--- config.mk ---
export PLATFORM = sky130hd
export DESIGN_NAME = mem_sum_engine
export DESIGN_NICKNAME = d
export VERILOG_FILES = /design/src/rtl/mem_sum_engine.sv
export SDC_FILE = /design/constraint.sdc
export NUM_CORES = 1
export LEC_CHECK = 0
export BUFFER_PORTS_ARGS = -buffer_cell sky130_fd_sc_hd__buf_2
export CAP_MARGIN = 0
export CORE_ASPECT_RATIO = 1.4
export CORE_MARGIN = 4
export CORE_UTILIZATION = 62
export CTS_BUF_LIST = sky130_fd_sc_hd__clkbuf_8
export CTS_CLUSTER_SIZE = 16
export DETAILED_ROUTE_END_ITERATION = 12
export PLACE_DENSITY = 0.85
export REMOVE_ABC_BUFFERS = 1
export SYNTH_ARGS = -nofsm -noshare
export SYNTH_HDL_FRONTEND = slang
export SYNTH_SLANG_ARGS = --single-unit
--- constraint.sdc ---
create_clock -name clk -period 3.3 [get_ports clk]
set_input_delay 0.165 -clock clk [delete_from_list [all_inputs] [get_ports clk]]
set_output_delay 0.165 -clock clk [all_outputs]
set_load 0.1 [all_outputs]
--- src/rtl/mem_sum_engine.sv ---
// mem_sum_engine: array-sum co-processor on the shared single-port data memory.
// Reads a length word at base_addr, then that many consecutive words, and
// writes their 16-bit wrapped sum to dest_addr. Carry-outs are kept in ovf.
module mem_sum_engine #(
  parameter int ADDR_W = 8,
  parameter int DATA_W = 16
) (
  input  logic              clk,
  input  logic              rst_n,
  input  logic              start,
  input  logic [ADDR_W-1:0] base_addr,
  input  logic [ADDR_W-1:0] dest_addr,
  output logic [ADDR_W-1:0] mem_addr,
  output logic [DATA_W-1:0] mem_wdata,
  output logic              mem_wr,
  input  logic [DATA_W-1:0] mem_rdata,
  output logic              busy,
  output logic              done,
  output logic [DATA_W-1:0] sum,
  output logic              ovf
);

  typedef enum logic [2:0] {IDLE, RD_CNT, RD_ELEM, WR_RES, DONE} state_t;

  state_t            state, state_nxt;
  logic [ADDR_W-1:0] ptr, dst;
  logic [DATA_W-1:0] cnt, acc;
  logic [DATA_W:0]   acc_add;

  // Extra top bit captures the carry-out of each accumulation step.
  assign acc_add   = {1'b0, acc} + {1'b0, mem_rdata};
  // Write data is always the accumulator; only meaningful while mem_wr is high.
  assign mem_wdata = acc;

  // State register.
  always_ff @(posedge clk or negedge rst_n) begin
    if (!rst_n) state <= IDLE;
    else        state <= state_nxt;
  end

  // Next-state and bus/status decode; outputs depend only on registered state.
  always_comb begin
    state_nxt = state;
    mem_addr  = '0;
    mem_wr    = 1'b0;
    busy      = 1'b1;
    done      = 1'b0;
    case (state)
      IDLE: begin
        busy = 1'b0;
        if (start) state_nxt = RD_CNT;
      end
      RD_CNT: begin
        mem_addr  = ptr;
        // A zero-length array skips straight to writing the (zero) result.
        state_nxt = (mem_rdata == '0) ? WR_RES : RD_ELEM;
      end
      RD_ELEM: begin
        mem_addr = ptr;
        if (cnt == DATA_W'(1)) state_nxt = WR_RES;
      end
      WR_RES: begin
        mem_addr  = dst;
        mem_wr    = 1'b1;
        state_nxt = DONE;
      end
      DONE: begin
        done      = 1'b1;
        state_nxt = IDLE;
      end
      default: state_nxt = IDLE;
    endcase
  end

  // Datapath: pointer walk, element count, accumulation and result capture.
  always_ff @(posedge clk or negedge rst_n) begin
    if (!rst_n) begin
      ptr <= '0;
      dst <= '0;
      cnt <= '0;
      acc <= '0;
      sum <= '0;
      ovf <= 1'b0;
    end else begin
      case (state)
        IDLE: if (start) begin
          ptr <= base_addr;
          dst <= dest_addr;
          acc <= '0;
          ovf <= 1'b0;
        end
        RD_CNT: begin
          cnt <= mem_rdata;
          ptr <= ptr + ADDR_W'(1);
        end
        RD_ELEM: begin
          acc <= acc_add[DATA_W-1:0];
          ovf <= ovf | acc_add[DATA_W];
          ptr <= ptr + ADDR_W'(1);
          cnt <= cnt - DATA_W'(1);
        end
        WR_RES: sum <= acc;
        default: ;
      endcase
    end
  end

endmodule
Word-level counts from Yosys, hierarchy flattened
Cells that the tools add are included.
{"block": "totals", "elab_cells": 43, "inputBits": 35, "regBits": 68}
{"block": "classes", "reduce_logical": 10, "mux": 15, "n_eq_ne": 7, "add_sub_neg": 3, "n_bitwise": 1}
{"op": "$pmux W16 S2", "n": 2}
{"op": "$pmux W8 S2", "n": 2}
{"op": "$add A16 B16 Y17", "n": 1}
{"op": "$eq A16 B1 Y1 const B", "n": 1}
{"op": "$logic_not A16 Y1", "n": 1}
{"op": "$mux W16", "n": 1}
{"op": "$sub A16 B1 Y16 const B", "n": 1}
{"op": "$pmux W3 S4", "n": 1}
{"op": "$add A8 B1 Y8 const B", "n": 1}
{"op": "$mux W8", "n": 1}
{"op": "$reduce_and A2 Y1", "n": 4}
{"op": "$eq A3 B2 Y1 const B", "n": 2}
{"op": "$mux W3", "n": 2}
{"op": "$reduce_bool A2 Y1", "n": 3}
{"op": "$mux W1", "n": 5}
{"op": "$ne A2 B2 Y1 const B", "n": 2}
{"op": "$eq A3 B1 Y1 const B", "n": 1}
{"op": "$eq A3 B3 Y1 const B", "n": 1}
{"op": "$logic_not A3 Y1", "n": 1}
{"op": "$pmux W1 S2", "n": 1}
{"op": "$reduce_or A2 Y1", "n": 1}
{"op": "$or A1 B1 Y1", "n": 1}

Depth between registers and ports, before layout
{"block": "logic_depth", "word_depth": 4, "mapped_depth": 8}

Least setup slack after synthesis
OpenSTA, ideal clock, no wires.
{"block": "synth_path", "path_kind": "flip-flop to output port", "startpoint": "register state[0]", "endpoint": "output done", "setup_slack_ns": 0.385, "stages_incl_launch_ff": 3, "required_ns": 3.135, "arrival_ns": 2.750, "path_cell_list": "dfrtp_1 clkbuf_1 nor3b_1"}
{"block": "synth_via", "elab_chain_cells": 2}
{"element": "start, declared", "line_no": "25", "text": "state_t state, state_nxt;"}
{"element": "start signal, assigned", "line_no": "38", "text": "else state <= state_nxt;"}
{"element": "$eq A3 B3 Y1", "line_no": "48", "text": "case (state)"}
{"element": "$mux W1", "line_no": "48"}
{"element": "end, declared", "line_no": "18", "text": "output logic done,"}
No other way between the ends.

Final worst setup path
{"block": "layout_path", "startpoint": "register state[0]", "endpoint": "output mem_addr[3]"}
{"block": "layout_via", "elab_chain_cells": 3, "word_cells_on_any_way": 5, "cone_classes": "eq/ne: 3; mux: 1; reduce/logical: 1"}
{"element": "$eq A3 B2 Y1 or $eq A3 B1 Y1 (tied branches)", "line_no": "48"}
{"element": "$reduce_or A2 Y1 (no source line)"}
{"element": "$pmux W8 S2 (*)", "line_no": "48"}
{"element": "end, declared", "line_no": "13", "text": "output logic [ADDR_W-1:0] mem_addr,"}
Mark *: on every way between the ends. The rest lies on a longest branch, timed or not.

==> impl_results.md <==
- CTS tree: yes
- Seq/Total Area, Yosys: a little over two fifths
- Largest net degree at the start of global routing: 38
- Fin nets: 595
- Syn avg cell area: 8.62 µm²
- Area grow syn2layout: 17.0%
- RSZ-0062 raised after global routing: no
- Crit. End Element: primary output
- Setup TNS: 0 ns
- Crit. Startpoint: state[0]$_DFFE_PN0P_
- Worst setup path end: mem_addr[3]
- Post-cts resize count: 0
- Min Tclk post-route: 2.63 ns
- Via density: 6.25
- Die width: 76.2 µm
- Most common cell after layout, fill and taps aside: nand2_1
- Ys async rst share: 100%
- Via count: 3857
- Initial Util: approximately 64%
- Req. time, crit path: 3.13 ns
- EDFF count, synth: 0
- Total of warnings raised by yosys: 0
- Antenna fix cells: 0
- Die Footprint: 7880 µm²
- Worst r2r dst: mem_wdata[14]$_DFFE_PN0P_
- Gr ovfl total: 0
- Max-slew headroom: 50.6%
- Worst skew pair latency: around 0.34 ns
- Core box area: approximately 6300 µm²
- Top cell type by total area after synthesis: dfrtp_1
- Hold Crit Class: in -> reg
- Sink Count: 68
- F_max: 381 MHz
- Number of synthesized register bits: 68
- Antenna violations before repair: 0
- # setup viols final: 0
- Final max-slew violation count: 0
- Mapped cell area: 4030 µm²
- Maximum clock path buffer count: 2
- Worst slew pin tran: 0.740 ns
- Worst setup path class: reg -> out
- GPL Wtd Cong: about 0.95
- Initial DRC count: 253
- First-pass GRT wire length: 17.7 mm
- R2r worst-path depth: 8
- Root Driver: clkbuf_8
- Final WL: roughly 11 mm
- Layout cells sized above 1: 21.7%
- CP Max Fanout: 19
- Routed Antenna Nets: 0
- Yosys top cell area share: a little over two fifths
- Final Skew: 0.00813 ns
- Synth top area cells: dfrtp_1 42%, nand2_1 8.9%, ha_1 5.9%, a21oi_1 5.1%, o21ai_0 3.8%
- MaxCap Viol Count: 0
- Status: complete, no violations
- Crit path DAT: 2.46 ns
- Reg-to-reg slack, setup: 0.84 ns
- Post-Synthesis Cells: around 470
- TritonCTS buffer count: 9
- Clock Pin Slew Worst Setup and Hold Paths: around 0.07 ns
- Ports: between 70 and 80
- Final Hold Viols: 0
- Worst setup SP type: register
- Unique masters post-synth: 59
- Die height: around 100 µm
- Port Buffers: 78
- Most frequent cells in the layout: 96 x nand2_1, 78 x buf_2, 68 x dfrtp_1
- Finished Core Util: 75.4%
- Global Route Usage Sum: ~28%
- Via count of the first global-routing pass: 3737
- Final period util: between 70% and 80%
- Most used DFF post-synth: dfrtp_1
- HPWL Detailed: around 7.9 mm
- DRC violations left: 0
- H-tree depth: 3
- Post-DR wirelength/cell: around 18 µm
- First-pass iteration count of the detailed router: 5
- Row count: 34
- Worst r2r src: mem_wdata[0]$_DFFE_PN0P_
-- worst max-delay path, cell delays in order (launching register included) --
cell	delay [ns]
dfrtp_1	0.51
nand2_1	0.08
or2_2	0.46
inv_1	0.44
a22o_1	0.21
buf_2	0.42
-- worst min-delay path by stage --
stage	cells after the start	slack, ns	from	to
finish	2	0.05	dest_addr[2]	dst[2]$_DFFE_PN0P_
global route	2	0.05	dest_addr[7]	dst[7]$_DFFE_PN0P_
CTS	2	0.04	dest_addr[2]	dst[2]$_DFFE_PN0P_
detailed placement	1	0.26	rst_n	sum[10]$_DFFE_PN0P_
global placement	1	0.26	rst_n	sum[9]$_DFFE_PN0P_
floorplan	0	-0.13	rst_n	cnt[0]$_DFFE_PN0N_
-- per-stage QoR --
stage               instance area [µm²]  setup WS (ns)  hold slack [ns]  instances
CTS                                4720          0.648           0.0376        617
floorplan                          3930          0.278           -0.131        442
detailed placement                 4470          0.895            0.264        600
global route                       4720          0.531           0.0498        617
finish                             4720          0.674           0.0525        617
global placement                   4470           1.01            0.257        600
-- registers in the layout (all words and copies together) (netlist names) --
| register | cells |
|---|---|
| cnt | 16 |
| dst | 8 |
| mem_wdata | 16 |
| ovf | 1 |
| ptr | 8 |
| state | 3 |
| sum | 16 |
-- cell families after synthesis --
| kind of cell | share of synthesized area, % |
|---|---|
| AND/OR/NAND/NOR | 20.6 |
| XOR/XNOR | 1.95 |
| adder cells (fa/ha/maj) | 6.39 |
| AO/OA/AOI/OAI | 22.0 |
| multiplexers | 2.73 |
| buffers and inverters | 4.16 |
| flip-flops | 42.2 |
-- routing by layer --
| metal | share of wire (%) | vias up | GRT usage [%] |
|---|---|---|---|
| li1 | - | 1835 | - |
| met1 | 40 | 1846 | 32.5 |
| met2 | 51 | 154 | 50.7 |
| met3 | 6.0 | 22 | 5.29 |
| met4 | 2.8 | 0 | 12.0 |
| met5 | 0 | - | 0 |
-- cells in the mapped netlist (3+ instances only) --
cell,instances
a211oi_1,6
a21o_1,7
a21oi_1,41
a22o_1,8
a31oi_1,5
and3_1,4
clkbuf_1,21
dfrtp_1,68
ha_1,19
inv_1,16
mux2_2,8
nand2_1,96
nand2b_1,5
nand3_1,13
nand4_1,5
nor2_1,20
nor2b_1,3
nor3_1,14
nor4_1,6
o211ai_1,5
o21ai_0,31
o22ai_1,7
o2bb2ai_1,3
o31ai_1,4
xnor2_1,3
xor2_1,6
-- layout make-up --
type                            count  area (µm²)
Clock buffer                       12         165
Multi-Input combinational cell    358        2170
Fill cell                         484        1540
Clock inverter                      4        71.3
Inverter                           16        60.1
Tap cell                           72        90.1
Sequential cell                    68        1700
Timing Repair Buffer               87         460
-- timing repair --
action,4_1_cts,5_1_grt
buffers inserted,0,0
hold endpoints to repair,29,0
endpoints found under the setup margin,0,0
hold buffers,1,0
Power is not shown: default switching activity piles up to over one toggle a cycle in this logic, so the estimate is an artifact.
